File: src/rtl/rv32i_types.sv
// Shared RV32I back-end types: CDB packet layout and sizing constants.
package rv32i_types;

  localparam int XLEN            = 32;
  localparam int ARCH_REG_IDX    = 4;   // 32 architectural registers
  localparam int PHYS_REG_IDX    = 5;   // 64 physical registers
  localparam int NUM_ROB_ENTRIES = 16;
  localparam int ROB_IDX_W       = $clog2(NUM_ROB_ENTRIES);
  localparam int NUM_FU_CDB      = 4;   // ALU, MUL, DIV, LSU

  // Result packet broadcast on the common data bus
  typedef struct packed {
    logic [XLEN-1:0]         value;
    logic [ARCH_REG_IDX:0]   rd;
    logic [PHYS_REG_IDX:0]   pd;
    logic [ROB_IDX_W-1:0]    rob_idx;
    logic                    dest_we;
    logic                    br_taken;
    logic [31:0]             br_target;
    logic                    is_ctrl;
    logic                    is_branch;
    logic                    is_jalr;
  } cdb_pkt_t;

endpackage

File: src/rtl/cdb_arbiter_chk.sv
// Protocol checks for the CDB arbiter; no functional logic.
module cdb_arbiter_chk #(
  parameter int NUM_FU   = 4,
  parameter int XLEN     = 32,
  parameter int PKT_XLEN = 32
) (
  input logic              clk,
  input logic              rst_n,
  input logic              flush,
  input logic [NUM_FU-1:0] fu_valid,
  input logic [NUM_FU-1:0] fu_ready,
  input logic              cdb_valid
);

  a_ready_onehot0: assert property (@(posedge clk) disable iff (!rst_n)
    $onehot0(fu_ready));

  a_ready_needs_valid: assert property (@(posedge clk) disable iff (!rst_n)
    (fu_ready & ~fu_valid) == '0);

  a_no_cdb_after_flush: assert property (@(posedge clk) disable iff (!rst_n)
    flush |=> !cdb_valid);

  a_xlen_matches_pkt: assert property (@(posedge clk) disable iff (!rst_n)
    XLEN == PKT_XLEN);

endmodule

File: src/rtl/rr_arbiter.sv
// Combinational round-robin picker: first requester at or after ptr wins.
module rr_arbiter #(
  parameter int N  = 4,
  parameter int IW = 2
) (
  input  logic [N-1:0]  req,
  input  logic [IW-1:0] ptr,
  input  logic          enable,
  output logic [N-1:0]  gnt,
  output logic [IW-1:0] gnt_idx
);

  logic          found;
  logic [IW-1:0] cand;

  // Scan N candidates starting at ptr, wrapping modulo N (N need not be 2^k)
  always_comb begin
    gnt     = '0;
    gnt_idx = '0;
    found   = 1'b0;
    cand    = '0;
    for (int k = 0; k < N; k++) begin
      cand = IW'((int'(ptr) + k) % N);
      if (enable && !found && req[cand]) begin
        gnt[cand] = 1'b1;
        gnt_idx   = cand;
        found     = 1'b1;
      end else begin
        found = found;
      end
    end
  end

endmodule

File: src/rtl/cdb_arbiter.sv
// CDB arbiter: round-robin selects one FU result per cycle and registers it
// onto the common data bus. Grant is combinational; broadcast is registered.
module cdb_arbiter
  import rv32i_types::*;
#(
  parameter int NUM_FU = NUM_FU_CDB,
  parameter int XLEN   = rv32i_types::XLEN
) (
  input  logic                             clk,
  input  logic                             rst_n,
  input  logic                             flush,
  input  logic [NUM_FU-1:0]                fu_valid,
  output logic [NUM_FU-1:0]                fu_ready,
  input  cdb_pkt_t [NUM_FU-1:0]            fu_pkt,
  output logic                             cdb_valid,
  output cdb_pkt_t                         cdb_pkt,
  output logic [$clog2(NUM_FU)-1:0]        cdb_src
);

  localparam int IDX_W = $clog2(NUM_FU);
  localparam logic [IDX_W-1:0] IDX_ONE  = IDX_W'(1);
  localparam logic [IDX_W-1:0] IDX_LAST = IDX_W'(NUM_FU - 1);

  logic [IDX_W-1:0]  rr_ptr_q, rr_ptr_d;
  logic              cdb_valid_q, cdb_valid_d;
  cdb_pkt_t          cdb_pkt_q, cdb_pkt_d;
  logic [IDX_W-1:0]  cdb_src_q, cdb_src_d;

  logic [NUM_FU-1:0] gnt;
  logic [IDX_W-1:0]  gnt_idx;
  logic              arb_en;

  // Flush and reset both suppress any dequeue from the FUs
  assign arb_en = ~flush & rst_n;

  rr_arbiter #(
    .N  (NUM_FU),
    .IW (IDX_W)
  ) u_rr (
    .req     (fu_valid),
    .ptr     (rr_ptr_q),
    .enable  (arb_en),
    .gnt     (gnt),
    .gnt_idx (gnt_idx)
  );

  assign fu_ready  = gnt;
  assign cdb_valid = cdb_valid_q;
  assign cdb_pkt   = cdb_pkt_q;
  assign cdb_src   = cdb_src_q;

  // Capture the winner's packet and advance the pointer past it
  always_comb begin
    rr_ptr_d    = rr_ptr_q;
    cdb_valid_d = 1'b0;
    cdb_pkt_d   = cdb_pkt_q;
    cdb_src_d   = cdb_src_q;
    if (|gnt) begin
      cdb_valid_d = 1'b1;
      cdb_pkt_d   = fu_pkt[gnt_idx];
      cdb_src_d   = gnt_idx;
      if (gnt_idx == IDX_LAST) begin
        rr_ptr_d = '0;
      end else begin
        rr_ptr_d = gnt_idx + IDX_ONE;
      end
    end else begin
      rr_ptr_d = rr_ptr_q;
    end
  end

  // Broadcast and pointer registers; reset drops cdb_valid immediately
  always_ff @(posedge clk or negedge rst_n) begin
    if (!rst_n) begin
      rr_ptr_q    <= '0;
      cdb_valid_q <= 1'b0;
      cdb_pkt_q   <= '0;
      cdb_src_q   <= '0;
    end else begin
      rr_ptr_q    <= rr_ptr_d;
      cdb_valid_q <= cdb_valid_d;
      cdb_pkt_q   <= cdb_pkt_d;
      cdb_src_q   <= cdb_src_d;
    end
  end

  cdb_arbiter_chk #(
    .NUM_FU   (NUM_FU),
    .XLEN     (XLEN),
    .PKT_XLEN ($bits(cdb_pkt_q.value))
  ) u_chk (
    .clk       (clk),
    .rst_n     (rst_n),
    .flush     (flush),
    .fu_valid  (fu_valid),
    .fu_ready  (fu_ready),
    .cdb_valid (cdb_valid_q)
  );

endmodule

File: config.mk
export PLATFORM = sky130hd
export DESIGN_NAME = cdb_arbiter
export DESIGN_NICKNAME = d
export VERILOG_FILES = /design/src/rtl/rv32i_types.sv /design/src/rtl/cdb_arbiter_chk.sv /design/src/rtl/rr_arbiter.sv /design/src/rtl/cdb_arbiter.sv
export SDC_FILE = /design/constraint.sdc
export NUM_CORES = 1
export LEC_CHECK = 0
export ABC_AREA = 1
export CORE_AREA = 2 2 171 173
export DETAILED_ROUTE_END_ITERATION = 7
export DIE_AREA = 0 0 173 175
export PLACE_DENSITY_LB_ADDON = 0.3
export SYNTH_ARGS = -nofsm -noshare
export SYNTH_HDL_FRONTEND = slang
export SYNTH_SLANG_ARGS = --single-unit
File: constraint.sdc
create_clock -name clk -period 2.12 [get_ports clk]
set_input_delay 0.424 -clock clk [delete_from_list [all_inputs] [get_ports clk]]
set_output_delay 0.424 -clock clk [all_outputs]
set_load 0.02 [all_outputs]
# After elaboration in Yosys (flattened, before gate mapping)
# Cells that the tools add are included.
# classes
n_mux	31
bitwise	5
reduce_logical	15
magnitude_cmp	9
n_addsub	4
eq_ne	1
# op_table
cell	n
binary-select mux 84 bit (select 2 bit)	1
two-way mux 84 bit	1
two-way mux 4 bit	4
< comparator 2 x 3 -> 1 bit, second input constant	5
two-way mux 1 bit	12
bitwise OR 4 bit	3
logical AND 1 bit	11
two-way mux 2 bit	5
binary-select mux 1 bit (select 2 bit)	4
demux 1 bit (select 2 bit)	4
>= comparator 2 x 1 -> 1 bit, second input constant	4
adder 2 x 1 -> 2 bit, second input constant	2
adder 2 bit, second input constant	2
OR reduction 4 bit	1
logical NOT 1 bit	3
equality test 2 bit, second input constant	1
bitwise AND 1 bit	1
NOT 1 bit	1
# word_totals
regBits	89
output_inout_bits	91
inputBits	343

# Longest topological paths before layout
# logic_depth
depth_word	18
mapped_depth	17

# Hierarchy
# A second synthesis with hierarchy kept.
# unflattened
cells_unflattened	1251
hier_area_um2	7284.5
# by_module_without_submodules
module	cells_each	area_per_inst_um2	seq_area_each_um2	instances
cdb_arbiter	1170	6791.5	2227.1	1
rr_arbiter	81	493.0	0.0	1

# Worst setup path before layout
# Ideal clock, no wire load.
# synth_timing
path_type	reg-to-reg
from	register rr_ptr_q[0]
to	register cdb_pkt_q (netlist bit cdb_pkt[57])
arrival_ns	2.375
required_time_ns	2.003
stages_incl_launch_ff	17
slack_ns	-0.372
n_path_buf	2
setup_time_ns	0.117
cell_sequence	dfrtp_1 inv_2 ha_1 inv_1 nand3_1 nand2_2 nand3_2 inv_1 nand3_1 nand3_1 nor2_2 nand2_4 inv_4 buf_6 buf_4 nand2_1 nand2_1
# synth_between
elab_cells_between_ends	58
classes_between	add/sub: 3; order compare: 8; mux: 29; bitwise: 3; reduce/logical: 15
# synth_rtl
item	line	source
from (decl)	cdb_arbiter.sv:24	logic [IDX_W-1:0] rr_ptr_q, rr_ptr_d;
from (signal assigned)	cdb_arbiter.sv:80	rr_ptr_q <= rr_ptr_d;
branches (longest 15 deep; another with < comparator 2 x 3 -> 1 bit)	n/a	
two-way mux 4 bit *	rr_arbiter.sv:24	if (enable && !found && req[cand]) begin
net fu_ready[0]	cdb_arbiter.sv:13	output logic [NUM_FU-1:0] fu_ready,
OR reduction 4 bit *	cdb_arbiter.sv:58	if (|gnt) begin
to (signal assigned)	cdb_arbiter.sv:82	cdb_pkt_q <= cdb_pkt_d;
to (decl)	cdb_arbiter.sv:26	cdb_pkt_t cdb_pkt_q, cdb_pkt_d;
# Mark *: on every way through the listed nets, which the timed path passes. The select of a mux whose other input is x is not followed.
# A chain may end at the register's enable or synchronous reset.

# Worst setup path in the final report
# layout_timing
from	register rr_ptr_q[0]
to	register cdb_pkt_q (netlist bit cdb_pkt[70])
# layout_between
elab_chain_len	18
elab_cells_between_ends	58
classes_between	add/sub: 3; order compare: 8; mux: 29; bitwise: 3; reduce/logical: 15
# layout_rtl
item
branches (longest 18 deep; another with < comparator 2 x 3 -> 1 bit)
# Parallel ways; which one is timed is not known. The select of a mux whose other input is x is not followed.

==> reports/qor.yml <==
outcome: "complete, but fails checks"
failed_checks: "setup timing"
clock_skew_ns: 0.0105
synth_top_flop_cell: "dfrtp_1"
place_ws_ns: -0.715
routedWlPerCell_microns: 20.6
tns_ns: -21.50
core_sq_um: 28400
fp-row-count: 62
grtUsageTotal: 0.199
crit_type: "reg -> reg"
overflow: 0
r2r-end: "cdb_pkt[70]"
clock_sinks: 89
r2r_cells: 18
synth_seq_cells: 89
synth_edf_count: 0
dr.first_iter.drc_count: 501
synth_top_cell_by_area: "dfrtp_1"
nets: 1905
stdcell_area_sq_um: 15100
r2r_start: "rr_ptr_q[0]"
maxCapViolations: 0
synth_most_common_cell: "nand3_1"
drc: 0
fin_ws_ns: -0.302
vias: 9688
syn2layout_area_growth_pct: 128
ys_top_cells_by_count: "nand3_1 (438), nand2_1 (373), dfrtp_1 (89)"
boundaryPins: 434
rrSetupSlack_ns: -0.30
leakage_nw: 6.83
synth.area.top_cells: "dfrtp_1 (34%), nand3_1 (33%), nand2_1 (21%)"
pwr_density_cell_nw_per_um2: 1320
hp-class: "in -> async"
setup_viol: 92
place.gp.congestion: 0.904
cts.clk_slew.worst_paths_ns: 0.07
hold_slack_ns: 0.218
period_share: 1.14
hpwlAfterDp_microns: 23900
drive_above_1_share: 0.285
hold_viol: 0
drv_slew: 0
via_per_inst: 4.98
antenna_found_initial: 2
initial_core_util: 0.233
first_global_vias: 8723
drt-pass1-iter-count: 5
cts_tree: "built"
ir_drop_mv: 0.811
required_ns: 2.35
avgSynthCellArea_sq_um: 6.37
cts_made_buffers: 9
place_area_sq_um: 12100
grt_start_max_net_pins: 57
cp_max_fo: 5
die-width_microns: 173
synth_area_sq_um: 6610
clk_path_buf_depth: 2
synth_top_area_frac: 0.337
cp-end-kind: "register"
die_h_microns: 175
ant_nets: 0
syn-num-nets: 1389
ys_types: 23
cts-root-buf: "clkbuf_16"
rsz0062_at_grt: "yes"
totalWireLength_microns: 40000
async_reset_ff_frac: 1.00
min_period_ns: 2.42
grt_pass1_wl_microns: 48000
yosys_warnings: 0
syn_inst: 1038
cts_htree_levels: 3
arrival_ns: 2.66
die-area_sq_um: 30300
slew_headroom: 0.507
max_slew.worst_pin.slew_ns: 0.740
cp-start-kind: "register"
clk_latency_ns: 0.35
ys_seq_area_frac: 0.337
fmaxAchievable_mhz: 413
port_buffers: 433
-- routing by layer --
layer / track usage / vias to the layer above / wire (microns)
met4: 0.0770 / 0 / 1470
met3: 0.0470 / 83 / 2870
met2: 0.340 / 480 / 19700
li1: - / 4549 / -
met5: 0 / - / 0
met1: 0.243 / 4576 / 15900
-- worst max-delay path, stage by stage (launching register included) --
cell and delay [ns]:
dfrtp_2 0.42, inv_4 0.07, ha_4 0.21, inv_4 0.08, nand3_4 0.07, nand2_4 0.10, nand3_4 0.09, nor2_4 0.15
buf_6 0.12, buf_6 0.09, nor2_4 0.04, nand2_8 0.11, nand2_8 0.10, clkbuf_16 0.18, clkbuf_16 0.15, nand2_2 0.07
nand3_2 0.07, nand3_1 0.11, nand2_1 0.06
-- what timing repair did --
action / in CTS / in global routing
resized for setup: 49 / 301
hold buffers: 0 / 0
pin swaps: 7 / 105
gates cloned: 0 / 43
endpoints found under the setup margin: 92 / 92
buffers inserted: 5 / 24
-- registers in the layout, indices dropped and copies added, names as in the netlist --
name and count:
cdb_pkt 84, cdb_src 2, rr_ptr_q 2, cdb_valid 1
-- cell families (layout without fill, tap and decap cells) --
| family | count (synthesis) | count (layout) | share of synthesized area |
|---|---|---|---|
| AOI/OAI and AO/OA | 4 | 4 | 0.00397 |
| adders and majority gates | 8 | 8 | 0.0151 |
| buffers and inverters | 105 | 625 | 0.0776 |
| DFF | 89 | 89 | 0.337 |
| other | 0 | 2 | 0 |
| and+or+nand+nor | 832 | 833 | 0.566 |
-- metrics by stage --
stage / total power, mW / utilization / cells
detailed placement: 13.8 / 0.428 / 1856
global route: 21.1 / 0.531 / 1945
CTS: 15.8 / 0.444 / 1877
global placement: 13.7 / 0.428 / 1856
floorplan: 8.90 / - / 1038
finish: 19.9 / 0.531 / 1945
-- how the worst max path moves through the flow --
stage                startpoint           to  slack [ns]  cells after the start
global route        rr_ptr_q[0]  cdb_pkt[70]       -0.43                     18
floorplan           rr_ptr_q[0]   cdb_pkt[3]       -0.05                     16
CTS                 rr_ptr_q[1]  fu_ready[3]       -0.24                     11
finish              rr_ptr_q[0]  cdb_pkt[70]       -0.30                     18
global placement    fu_valid[3]  fu_ready[0]       -0.71                     10
detailed placement  fu_valid[3]  fu_ready[0]       -0.71                     10
-- final cells by class --
type / instances / area [sq um]
fill: 2605 / 13300
clock inverter: 4 / 53.8
multi-input combinational: 845 / 5190
antenna: 2 / 5.00
sequential: 89 / 2230
timing repair inverter: 1 / 20.0
tap: 384 / 480
timing repair buffer: 593 / 6760
clock buffer: 12 / 246
inverter: 15 / 90.1
-- layout by cell type (no fill, tap or decap), drive strengths merged --
| cell | netlist | final |
|---|---|---|
| nand3 | 440 | 440 |
| clkdlybuf4s50 | 0 | 428 |
| nand2 | 381 | 382 |
| buf | 73 | 139 |
| dfrtp | 89 | 89 |
| clkbuf | 17 | 38 |
| inv | 13 | 14 |
| nor2 | 8 | 8 |
| ha | 8 | 8 |
| nand4 | 3 | 3 |
| clkinv | 2 | 3 |
| diode | 0 | 2 |
| a21oi | 2 | 2 |
| clkinvlp | 0 | 2 |
| o21bai | 1 | 1 |
| o21ai | 1 | 1 |
| bufinv | 0 | 1 |
-- where the power goes --
| part | switching, mW | internal [mW] | total [mW] |
|---|---|---|---|
| combinational | 8.06 | 7.13 | 15.2 |
| clock | 0.730 | 0.951 | 1.68 |
| sequential | 0.449 | 2.57 | 3.02 |
Power figures use the tool's default switching activity.
